File: src/rtl/omp_pkg.sv
// omp_pkg: shared definitions for the OMP-DRI iteration scheduler.
//   - dictionary / index / iteration widths
//   - final status codes reported by the scheduler
//   - scheduler state encoding
package omp_pkg;

    localparam int N_COLS = 64;   // dictionary columns
    localparam int IDX_W  = 6;    // column index (lambda) width
    localparam int ITER_W = 5;    // iteration index width, K <= 31

    typedef enum logic [1:0] {
        ST_KDONE = 2'd0,          // ran all K iterations
        ST_CONV  = 2'd1,          // residual fell below threshold
        ST_DUP   = 2'd2,          // Block A re-selected a column already in support
        ST_WDOG  = 2'd3           // an invoked block never answered
    } status_e;

    typedef enum logic [2:0] {
        S_IDLE   = 3'd0,
        S_WAIT_A = 3'd1,
        S_WAIT_B = 3'd2,
        S_WAIT_C = 3'd3,
        S_FIN    = 3'd4
    } state_e;

endpackage

File: src/rtl/omp_support_set.sv
// omp_support_set: N_COLS-bit bitmap of the columns selected so far.
//   clk, rst      clock / async active-high reset
//   i_clr         clear the whole bitmap (wins over i_set)
//   i_set         set bit i_set_idx
//   i_set_idx     index to set
//   i_hit_idx     index to look up
//   o_hit         combinational: bit i_hit_idx is already set
//   o_bits        full bitmap
import omp_pkg::*;

module omp_support_set (
    input  logic              clk,
    input  logic              rst,
    input  logic              i_clr,
    input  logic              i_set,
    input  logic [IDX_W-1:0]  i_set_idx,
    input  logic [IDX_W-1:0]  i_hit_idx,
    output logic              o_hit,
    output logic [N_COLS-1:0] o_bits
);

    logic [N_COLS-1:0] r_bits;

    always_ff @(posedge clk or posedge rst) begin
        if (rst) begin
            r_bits <= '0;
        end else if (i_clr) begin
            r_bits <= '0;
        end else if (i_set) begin
            r_bits[i_set_idx] <= 1'b1;
        end
    end

    assign o_hit  = r_bits[i_hit_idx];
    assign o_bits = r_bits;

endmodule

File: src/rtl/omp_iter_scheduler.sv
// omp_iter_scheduler: sequences Block A (argmax) -> Block B (MGS) -> Block C
// (residual update) for up to K iterations, tracking the support set and
// terminating on K reached, convergence, duplicate selection or watchdog.
//   clk, rst               clock / async active-high reset
//   start                  one-cycle request; k_limit, m_limit_in latched with it
//   done_a, lambda_a       Block A finished, argmax index valid
//   done_b, done_c         Block B / C finished
//   res_below              converged flag, sampled with done_c
//   start_a/_b/_c          one-cycle block start pulses
//   lambda, current_i      latched selected column / iteration index
//   M_limit                latched m_limit_in
//   support                bitmap of selected columns
//   busy, done, status     run in progress / completion pulse / final status
import omp_pkg::*;

module omp_iter_scheduler #(
    parameter int WD_CYCLES = 4096
) (
    input  logic              clk,
    input  logic              rst,
    input  logic              start,
    input  logic [ITER_W-1:0] k_limit,
    input  logic [2:0]        m_limit_in,
    input  logic              done_a,
    input  logic [IDX_W-1:0]  lambda_a,
    input  logic              done_b,
    input  logic              done_c,
    input  logic              res_below,
    output logic              start_a,
    output logic              start_b,
    output logic              start_c,
    output logic [IDX_W-1:0]  lambda,
    output logic [ITER_W-1:0] current_i,
    output logic [2:0]        M_limit,
    output logic [N_COLS-1:0] support,
    output logic              busy,
    output logic              done,
    output logic [1:0]        status
);

    // Counter only ever needs to reach WD_CYCLES-1.
    localparam int WD_W = (WD_CYCLES > 2) ? $clog2(WD_CYCLES) : 1;
    localparam logic [WD_W-1:0] WD_MAX = WD_W'(WD_CYCLES - 1);

    state_e            r_state;
    state_e            w_nxt_state;
    status_e           r_status;
    status_e           w_nxt_status;
    logic [ITER_W-1:0] r_k;
    logic [2:0]        r_m;
    logic [IDX_W-1:0]  r_lambda;
    logic [ITER_W-1:0] r_cur_i;
    logic              r_start_a, r_start_b, r_start_c;
    logic [WD_W-1:0]   r_wd;

    logic w_start_a, w_start_b, w_start_c;
    logic w_accept;      // start accepted in IDLE
    logic w_set;         // record lambda_a into support / lambda
    logic w_inc;         // advance to next iteration
    logic w_hit;         // lambda_a already in support
    logic w_wd_to;       // watchdog expired this cycle
    logic w_waiting;
    logic w_last_iter;

    omp_support_set u_support (
        .clk       (clk),
        .rst       (rst),
        .i_clr     (w_accept),
        .i_set     (w_set),
        .i_set_idx (lambda_a),
        .i_hit_idx (lambda_a),
        .o_hit     (w_hit),
        .o_bits    (support)
    );

    assign w_waiting   = (r_state == S_WAIT_A) || (r_state == S_WAIT_B) ||
                         (r_state == S_WAIT_C);
    assign w_wd_to     = (r_wd == WD_MAX);
    assign w_last_iter = (r_cur_i == ITER_W'(r_k - 1'b1));

    // Next-state / control. In every WAIT state the awaited done is checked
    // before the watchdog, so a done landing on the timeout cycle still wins.
    always_comb begin
        w_nxt_state  = r_state;
        w_nxt_status = r_status;
        w_start_a    = 1'b0;
        w_start_b    = 1'b0;
        w_start_c    = 1'b0;
        w_accept     = 1'b0;
        w_set        = 1'b0;
        w_inc        = 1'b0;
        case (r_state)
            S_IDLE: begin
                if (start) begin
                    w_accept     = 1'b1;
                    w_nxt_status = ST_KDONE;
                    if (k_limit == '0) begin
                        w_nxt_state = S_FIN;
                    end else begin
                        w_start_a   = 1'b1;
                        w_nxt_state = S_WAIT_A;
                    end
                end
            end
            S_WAIT_A: begin
                if (done_a) begin
                    if (w_hit) begin
                        w_nxt_status = ST_DUP;
                        w_nxt_state  = S_FIN;
                    end else begin
                        w_set       = 1'b1;
                        w_start_b   = 1'b1;
                        w_nxt_state = S_WAIT_B;
                    end
                end else if (w_wd_to) begin
                    w_nxt_status = ST_WDOG;
                    w_nxt_state  = S_FIN;
                end
            end
            S_WAIT_B: begin
                if (done_b) begin
                    w_start_c   = 1'b1;
                    w_nxt_state = S_WAIT_C;
                end else if (w_wd_to) begin
                    w_nxt_status = ST_WDOG;
                    w_nxt_state  = S_FIN;
                end
            end
            S_WAIT_C: begin
                if (done_c) begin
                    if (res_below) begin
                        w_nxt_status = ST_CONV;
                        w_nxt_state  = S_FIN;
                    end else if (w_last_iter) begin
                        w_nxt_status = ST_KDONE;
                        w_nxt_state  = S_FIN;
                    end else begin
                        w_inc       = 1'b1;
                        w_start_a   = 1'b1;
                        w_nxt_state = S_WAIT_A;
                    end
                end else if (w_wd_to) begin
                    w_nxt_status = ST_WDOG;
                    w_nxt_state  = S_FIN;
                end
            end
            S_FIN: begin
                w_nxt_state = S_IDLE;
            end
            default: begin
                w_nxt_state = S_IDLE;
            end
        endcase
    end

    always_ff @(posedge clk or posedge rst) begin
        if (rst) begin
            r_state   <= S_IDLE;
            r_status  <= ST_KDONE;
            r_start_a <= 1'b0;
            r_start_b <= 1'b0;
            r_start_c <= 1'b0;
        end else begin
            r_state   <= w_nxt_state;
            r_status  <= w_nxt_status;
            r_start_a <= w_start_a;
            r_start_b <= w_start_b;
            r_start_c <= w_start_c;
        end
    end

    always_ff @(posedge clk or posedge rst) begin
        if (rst) begin
            r_k      <= '0;
            r_m      <= '0;
            r_cur_i  <= '0;
            r_lambda <= '0;
        end else begin
            if (w_accept) begin
                r_k     <= k_limit;
                r_m     <= m_limit_in;
                r_cur_i <= '0;
            end else if (w_inc) begin
                r_cur_i <= r_cur_i + 1'b1;
            end
            if (w_set) begin
                r_lambda <= lambda_a;
            end
        end
    end

    // Watchdog: restarts with every block start pulse, so each block
    // invocation gets a full WD_CYCLES budget.
    always_ff @(posedge clk or posedge rst) begin
        if (rst) begin
            r_wd <= '0;
        end else if (w_start_a || w_start_b || w_start_c) begin
            r_wd <= '0;
        end else if (w_waiting) begin
            r_wd <= r_wd + 1'b1;
        end
    end

    assign start_a   = r_start_a;
    assign start_b   = r_start_b;
    assign start_c   = r_start_c;
    assign lambda    = r_lambda;
    assign current_i = r_cur_i;
    assign M_limit   = r_m;
    assign busy      = w_waiting;
    assign done      = (r_state == S_FIN);
    assign status    = r_status;

endmodule

File: config.mk
export PLATFORM = sky130hd
export DESIGN_NAME = omp_iter_scheduler
export DESIGN_NICKNAME = d
export VERILOG_FILES = /design/src/rtl/omp_pkg.sv /design/src/rtl/omp_support_set.sv /design/src/rtl/omp_iter_scheduler.sv
export SDC_FILE = /design/constraint.sdc
export NUM_CORES = 1
export LEC_CHECK = 0
export CORE_MARGIN = 2
export CORE_UTILIZATION = 32
export DETAILED_ROUTE_END_ITERATION = 10
export DONT_BUFFER_PORTS = 1
export PLACE_DENSITY = 0.44
export SETUP_SLACK_MARGIN = 0.5
export SLEW_MARGIN = 20
export SYNTH_ARGS = -nofsm -noshare
export SYNTH_HDL_FRONTEND = slang
export SYNTH_SLANG_ARGS = --single-unit
File: constraint.sdc
create_clock -name clk -period 9.67 [get_ports clk]
set_input_delay 1.934 -clock clk [delete_from_list [all_inputs] [get_ports clk]]
set_output_delay 1.934 -clock clk [all_outputs]
set_load 0.01 [all_outputs]
==> results of run 1 <==
routing by layer:
metal | vias up | global-route usage (%)
met5 | - | 0
met3 | 15 | 6.88
met2 | 145 | 26.8
met1 | 2186 | 26.5
met4 | 0 | 5.96
li1 | 2007 | -
Yosys cell counts (3+ instances only):
library cell	instances
dfrtp_1	103
nand3_1	6
a221o_1	3
nor3b_1	5
and3_1	3
nand2b_1	5
o21ai_0	10
o2bb2ai_1	4
nor2_1	132
mux2_2	12
buf_1	4
xnor2_1	8
xor2_1	12
a221oi_1	6
clkbuf_1	25
nor4b_1	12
a41oi_1	16
ha_1	3
mux2i_1	8
a22oi_1	3
a21oi_1	13
nand2_1	24
a31oi_1	50
nand4_1	6
buf_2	9
buf_4	6
a211oi_1	5
nor3_1	7
mux2_4	5
inv_1	10
nor2b_1	7
or3_1	4
and3b_1	3
worst max-delay path, delay by kind of cell:
| kind | cells | cell delay [ns] |
|---|---|---|
| multiplexers | 2 | 0.89 |
| AO/OA/AOI/OAI | 3 | 0.67 |
| buffers and inverters | 1 | 0.46 |
| AND/OR/NAND/NOR | 2 | 0.60 |
cell families (layout without fill, tap and decap cells):
kind of cell,after synthesis,in the layout
compound gates,128,128
xor+xnor,20,20
fa+ha+maj,3,3
buf+inv,57,33
flops,103,103
mux,27,27
simple gates,232,232
cell usage in the layout (no fill, tap or decap), drive strengths merged, types with 4 or more instances in the layout:
cell and n:
nor2b 7, inv 11, mux2i 8, a21oi 13, o21ai 10, nor4b 13, nor2 132, xor2 12
buf 7, or3 5, nand2b 5, xnor2 8, nand2 25, o2bb2ai 4, a31oi 50, a41oi 16
mux2 18, a221oi 6, nand4 6, nor3b 5, dfrtp 103, nor3 8, clkinv 4, clkbuf 10
a211oi 6, nand3 6
sequential cells by signal (all words and copies together), names as in the netlist, 2 cells and up:
| register | cells |
|---|---|
| r_wd | 12 |
| M_limit | 3 |
| u_support.o_bits | 64 |
| r_k | 5 |
| current_i | 5 |
| status | 2 |
| r_state | 3 |
| lambda | 6 |
stage by stage:
stage	power, mW	util [%]	cells	setup slack (ns)
after floorplan	0.797	-	570	5.03
after global placement	0.857	33.4	750	5.04
after detailed placement	0.867	33.4	750	5.02
after CTS	1.24	35.2	766	5.37
after global routing	1.30	35.2	766	5.16
final	1.23	35.2	766	5.32
area by class of cell:
type | instances | area, um^2 | share of cell area [%]
clock buffer | 10 | 239 | 4.09
clock inverter | 6 | 58.8 | 1.01
inverter | 10 | 40.0 | 0.685
multi-input combinational | 410 | 2590 | 44.4
sequential | 103 | 2580 | 44.1
tap | 220 | 275 | 4.71
timing repair buffer | 7 | 56.3 | 0.964
worst max path at each step:
stage | start | to | slack, ns | cells after the start
final | lambda_a[1] | lambda[5] | 5.32 | 8
after global routing | lambda_a[1] | lambda[3] | 5.16 | 8
after CTS | lambda_a[1] | lambda[3] | 5.37 | 8
after detailed placement | lambda_a[1] | lambda[0] | 5.02 | 8
after global placement | lambda_a[1] | lambda[1] | 5.04 | 8
after floorplan | rst | M_limit[0] | 5.03 | 1
power breakdown:
group          total [mW]  switching, mW  internal (mW)
sequential          0.565         0.0802          0.485
combinational       0.290          0.176          0.114
clock               0.375          0.168          0.207
total                1.23          0.424          0.806
==> reports/metrics.csv, run 1 <==
stage,metric,value,unit
run_status,outcome,"finished, final reports clean",
setup_path,CP Class,input pin to flop,
logic_synthesis,largest cells by area after synthesis,"dfrtp_1 48%, nor2_1 9.1%, a31oi_1 5.8%, a41oi_1 2.6%, mux2_2 2.5%",
setup_path,CP Cell Sequence,mux4_2 > a22o_1 > o21ai_0 > o311ai_1 > nor4_4 > buf_4 > nand2_2 > mux2_4,
logic_synthesis,synthesized cell area,5420,um^2
logic_synthesis,Mapped Cells,570,
setup_path,critical-path cell with the highest stage delay,mux4_2,
setup_path,Worst path max stage delay,0.47,ns
setup_path,Worst setup EP type,flop,
logic_synthesis,Synth Area in Simple Gates,20.9,%
timing,hold slack,0.549,ns
setup_path,critical-path maximum fanout,44,
layout,share of cells above drive strength 1,9.89,%
clocking,H-tree levels,3,
clocking,Worst-Skew Late Latency,0.35,ns
placement,DP Area,5540,um^2
logic_synthesis,Post-synth EDFFs,0,
logic_synthesis,Synth top area share,47.5,%
logic_synthesis,mux share of post-synthesis cell area,5.98,%
floorplanning,Core Area,16600,um^2
floorplanning,starting density of the core,32.7,%
floorplanning,Die Y,134,um
clocking,CTS Hold Bufs,0,
route,WL met3,1630,um
logic_synthesis,XOR/XNOR Fraction of Synth Area,3.23,%
placement,post-DP HPWL,11100,um
timing,Final Max Slew Viols,0,
setup_path,r2r setup slk,6.45,ns
clocking,Worst-path clk slew,0.07,ns
layout,Antenna Cells,0,
clocking,Setup Buffers After CTS,0,
placement,Routability Congestion,0.821,
timing,Final Hold Viols,0,
route,top layer in use,met4,
clocking,CTS Buffer Depth,2,
logic_synthesis,"Avg Cell Area, Syn",9.51,um^2
floorplanning,Std-Cell Rows,47,
clocking,Num CTS Buffers,9,
floorplanning,Die X,134,um
logic_synthesis,YS warnings,0,
logic_synthesis,predominant post-synthesis flop cell,dfrtp_1,
setup_path,arrival time worst endpoint,4.58,ns
route,wire per inst,21.7,um
route,initial detailed-routing violation count,433,
timing,fmax,230,MHz
route,overall routed net length,16700,um
job,Max Cap Violations,0,
route,Vias per Instance,5.68,
logic_synthesis,Unique masters post-synth,65,
power_and_ir_drop,PwrDens,211,nW/um^2
global_route,vias in the first global route,4238,
setup_path,R2R Path Start,u_support.o_bits[14],
route,M1 WL,7540,um
route,Vias,4353,
logic_synthesis,Synth Area in Compound Gates,16.8,%
floorplanning,I/O pin total,106,
worst_hold_path,Worst Hold Path Cells,1,
timing,endpoints failing setup,0,
timing,RSZ-0062 raised after global routing,no,
worst_hold_path,Hold Startpoint,r_k[4],
logic_synthesis,Post-Synth Adder-Cell Area,0.692,%
floorplanning,die area,18000,um^2
setup_path,FF-to-FF End,lambda[5],
setup_path,CP Launch Type,input pin,
power_and_ir_drop,VDD IR-drop max,0.107,mV
clocking,CTS tree,built,
worst_hold_path,Hold Path Class,flop to flop,
timing,relative slew slack,43.3,%
global_route,GR Overflow Total,0,
logic_synthesis,sequential area share after synthesis,47.5,%
global_route,Tot GR Track Use,18.8,%
timing,period utilization,45.0,%
logic_synthesis,Seq cells post-synth,103,
layout,Finished Cell Area,5840,um^2
layout,fin nets,565,
global_route,largest net degree at the start of global routing,81,
clocking,clock sinks,103,
route,drt drc,0,
power_and_ir_drop,LEAKAGE,2.49,nW
global_route,global-route wire length before repair,26200,um
logic_synthesis,largest family of logic cells by synthesized area,simple AND/OR/NAND/NOR gates,
route,metal2 WL,7230,um
worst_hold_path,hold worst-path end,r_k[4],
timing,worst slew pin tran,0.851,ns
layout,area added between synthesis and finish,7.73,%
route,First-pass DRT Iterations,5,
timing,Worst Skew,0.00667,ns
logic_synthesis,largest area contributor in the netlist,dfrtp_1,
timing,Final Critical Period,4.35,ns
clocking,Resized cells post-CTS,0,
logic_synthesis,Syn Nets,594,
global_route,initial antenna violation count,0,
placement,Buffers on Ports,0,
route,Detail Route Antenna Nets,0,
layout,# fillers,1717,
setup_path,CP Data Required Time,9.91,ns
timing,total negative slack,0,ns
clocking,root buffer cell,clkbuf_16,
setup_path,R2R cell count,8,
logic_synthesis,ys async rst share,100,%
Note: power is estimated with default switching activity, not from simulation.
==> run 2, diff against run 1 <==
--- a/config.mk
+++ b/config.mk
@@ -5,11 +5,12 @@
 export SDC_FILE = /design/constraint.sdc
 export NUM_CORES = 1
 export LEC_CHECK = 0
+export ABC_AREA = 1
 export CORE_MARGIN = 2
 export CORE_UTILIZATION = 32
 export DETAILED_ROUTE_END_ITERATION = 10
 export DONT_BUFFER_PORTS = 1
-export PLACE_DENSITY = 0.44
+export PLACE_DENSITY = 0.45
 export SETUP_SLACK_MARGIN = 0.5
 export SLEW_MARGIN = 20
 export SYNTH_ARGS = -nofsm -noshare
==> constraint.sdc (replaced) <==
create_clock -name clk -period 3.8 [get_ports clk]
set_input_delay 0.76 -clock clk [delete_from_list [all_inputs] [get_ports clk]]
set_output_delay 0.76 -clock clk [all_outputs]
set_load 0.01 [all_outputs]
==> reports/metrics.csv, run 2 <==
stage,metric,value,unit,change
run_status,outcome,"finished, final reports clean",,unchanged
logic_synthesis,predominant post-synthesis flop cell,dfrtp_1,,unchanged
global_route,Tot GR Track Use,18.1,%,was 18.8%
logic_synthesis,mux share of post-synthesis cell area,0,%,was 5.98%
floorplanning,die area,19400,um^2,was 18000 um^2
logic_synthesis,sequential area share after synthesis,43.9,%,was 47.5%
floorplanning,Std-Cell Rows,49,,was 47
timing,Final Critical Period,2.58,ns,
placement,post-DP HPWL,12200,um,was 11100 um
global_route,global-route wire length before repair,27600,um,was 26200 um
placement,dpl ws,0.876,ns,was 5.02 ns
clocking,CTS tree,built,,unchanged
layout,most frequent cells in the layout,"287 x nand2_1, 103 x dfrtp_1, 100 x inv_1",,"was 132 x nor2_1, 103 x dfrtp_1, 50 x a31oi_1"
route,Vias per Instance,4.95,,was 5.68
placement,Buffers on Ports,0,,unchanged
timing,Final Max Slew Viols,0,,unchanged
logic_synthesis,Mapped Cells,826,,was 570
setup_path,CP Class,input pin to flop,,unchanged
power_and_ir_drop,PwrDens,787,nW/um^2,was 211 nW/um^2
floorplanning,Die X,139,um,was 134 um
clocking,CTS Hold Bufs,0,,unchanged
timing,RSZ-0062 raised after global routing,no,,unchanged
layout,fin nets,839,,was 565
power_and_ir_drop,Sw Pwr,2.28,mW,was 424 uW
timing,period utilization,67.9,%,
setup_path,CP Data Required Time,4.03,ns,was 9.91 ns
setup_path,R2R Path Start,u_support.o_bits[62],,was u_support.o_bits[14]
logic_synthesis,Post-synth EDFFs,0,,unchanged
timing,fmax,387,MHz,
global_route,largest net degree at the start of global routing,78,,was 81
setup_path,CP Launch Type,input pin,,unchanged
power_and_ir_drop,internal power,2.77,mW,was 806 uW
power_and_ir_drop,Switching Fraction,45.1,%,was 34.4%
clocking,H-tree levels,3,,unchanged
timing,Final Hold Viols,0,,unchanged
worst_hold_path,Hold Path Class,input pin to async pin,,was flop to flop
global_route,GR Overflow Total,0,,unchanged
clocking,Num CTS Buffers,9,,unchanged
setup_path,arrival time worst endpoint,2.81,ns,was 4.58 ns
layout,share of cells above drive strength 1,5.85,%,was 9.89%
route,drt drc,0,,unchanged
logic_synthesis,largest family of logic cells by synthesized area,simple AND/OR/NAND/NOR gates,,unchanged
logic_synthesis,Unique masters post-synth,31,,was 65
floorplanning,Die Y,139,um,was 134 um
logic_synthesis,Synth Area in Simple Gates,28.6,%,was 20.9%
floorplanning,I/O pin total,106,,unchanged
placement,Routability Congestion,0.838,,was 0.821
layout,"most common cell after layout, fill and taps aside",nand2_1,,was nor2_1
logic_synthesis,XOR/XNOR Fraction of Synth Area,2.54,%,was 3.23%
clocking,Worst-Skew Late Latency,0.36,ns,was 0.35 ns
setup_path,critical-path maximum fanout,43,,was 44
logic_synthesis,Synth Area in Compound Gates,14.2,%,was 16.8%
logic_synthesis,most numerous cell in the Yosys netlist,nand2_1,,was nor2_1
logic_synthesis,synth cell count leaders,"287 x nand2_1, 103 x dfrtp_1, 101 x inv_1",,"was 132 x nor2_1, 103 x dfrtp_1, 50 x a31oi_1"
logic_synthesis,synthesized cell area,5870,um^2,was 5420 um^2
route,Vias,5197,,was 4353
logic_synthesis,Post-Synth Adder-Cell Area,0.640,%,was 0.692%
power_and_ir_drop,VDD IR-drop max,0.368,mV,was 0.107 mV
floorplanning,starting density of the core,32.7,%,about the same
clocking,Worst-path clk slew,0.07,ns,about the same
clocking,root buffer cell,clkbuf_16,,unchanged
layout,Antenna Cells,0,,unchanged
logic_synthesis,largest cells by area after synthesis,"dfrtp_1 44%, nand2_1 18%, inv_1 6.5%, a21oi_1 5.6%, o21ai_0 4.2%",,"was dfrtp_1 48%, nor2_1 9.1%, a31oi_1 5.8%, a41oi_1 2.6%, mux2_2 2.5%"
power_and_ir_drop,Combinational Power Share,36.2,%,was 23.6%
logic_synthesis,Syn Nets,850,,was 594
logic_synthesis,YS warnings,0,,unchanged
logic_synthesis,Synth top area share,43.9,%,was 47.5%
setup_path,FF-to-FF End,u_support.o_bits[29],,was lambda[5]
timing,endpoints failing setup,0,,unchanged
job,Max Cap Violations,0,,unchanged
timing,Worst Skew,0.0122,ns,was 0.00667 ns
clocking,Setup Buffers After CTS,0,,unchanged
clocking,Resized cells post-CTS,0,,unchanged
logic_synthesis,ys async rst share,100,%,unchanged
layout,area added between synthesis and finish,9.25,%,was 7.73%
global_route,vias in the first global route,5000,,was 4238
route,wire per inst,16.5,um,was 21.7 um
setup_path,Worst setup EP type,flop,,unchanged
route,Detail Route Antenna Nets,0,,unchanged
route,First-pass DRT Iterations,5,,unchanged
logic_synthesis,"Avg Cell Area, Syn",7.10,um^2,was 9.51 um^2
timing,relative slew slack,33.7,%,was 43.3%
timing,total negative slack,0,ns,unchanged
power_and_ir_drop,LEAKAGE,3.04,nW,was 2.49 nW
timing,worst setup margin,1.22,ns,was 5.32 ns
floorplanning,Core Area,18000,um^2,was 16600 um^2
setup_path,r2r setup slk,1.54,ns,was 6.45 ns
route,initial detailed-routing violation count,340,,was 433
timing,worst slew pin tran,0.991,ns,was 0.851 ns
layout,flip-flop count of the largest register after layout,64,,unchanged
setup_path,R2R cell count,11,,was 8
route,overall routed net length,17300,um,was 16700 um
global_route,initial antenna violation count,0,,unchanged
clocking,CTS Buffer Depth,2,,unchanged
logic_synthesis,Seq cells post-synth,103,,unchanged
clocking,clock sinks,103,,unchanged
logic_synthesis,largest area contributor in the netlist,dfrtp_1,,unchanged
power_and_ir_drop,power share of the clock group,20.6,%,was 30.5%
power_and_ir_drop,Seq pwr share,43.2,%,was 46.0%
==> run 2: final cells by class <==
cell class              instances  area [um^2]
clock buffers                  11          253
clock inverters                 5         78.8
fillers                      1900        11600
inverters                     105          398
multi-input cells             584         2700
flip-flops and latches        103         2580
well taps                     229          287
repair buffers                 12          115
==> run 2: metrics by stage <==
stage          hold slack [ns]  cell area, um^2  utilization [%]  power (mW)  instances
6_report                 0.354             6410             35.7        5.05       1049
5_1_grt                  0.400             6410             35.7        5.49       1049
3_3_place_gp             0.483             6080             33.8        4.04       1033
2_1_floorplan            0.453             5870                -        3.54        826
4_1_cts                  0.370             6410             35.7        5.12       1049
3_5_place_dp             0.481             6080             33.8        4.06       1033
==> run 2: worst max-delay path by stage <==
stage / start / endpoint / slack (ns) / depth (start not counted)
3_3_place_gp: lambda_a[0] / u_support.o_bits[25] / 0.97 / 11
2_1_floorplan: lambda_a[5] / u_support.o_bits[12] / 1.54 / 12
3_5_place_dp: lambda_a[0] / u_support.o_bits[29] / 0.88 / 11
4_1_cts: lambda_a[0] / u_support.o_bits[29] / 1.24 / 11
5_1_grt: lambda_a[0] / u_support.o_bits[13] / 1.03 / 12
6_report: lambda_a[0] / u_support.o_bits[29] / 1.22 / 11
==> run 2: cells by family (layout without fill, tap and decap cells) <==
group / after synthesis / count (layout)
buf+inv: 139 / 133
fa+ha+maj: 3 / 3
simple gates: 401 / 401
xor+xnor: 17 / 17
flops: 103 / 103
compound gates: 163 / 163
==> run 2: metal layers <==
layer	part of all wire [%]	global-route usage (%)	vias to the layer above
li1	-	-	2595
met4	1.4	5.16	0
met3	9.1	6.88	17
met1	42	22.2	2428
met5	0	0	-
met2	47	29.6	157
==> run 2: worst max-delay path: stages <==
cell and delay [ns]:
inv_2 0.42, nand2_1 0.11, nand3_1 0.12, nand2_1 0.05, o21ai_0 0.21, nand2_1 0.08
nor2_1 0.16, nand3_2 0.14, nand2_4 0.33, buf_4 0.30, o21ai_0 0.12
==> run 2: power by group through the flow <==
stage | clock network [mW] | registers [mW] | logic (mW)
after global placement | 0 | 2.21 | 1.82
after CTS | 1.07 | 2.20 | 1.85
after floorplan | 0 | 2.04 | 1.50
after global routing | 1.12 | 2.26 | 2.12
after detailed placement | 0 | 2.22 | 1.84
final | 1.04 | 2.18 | 1.83
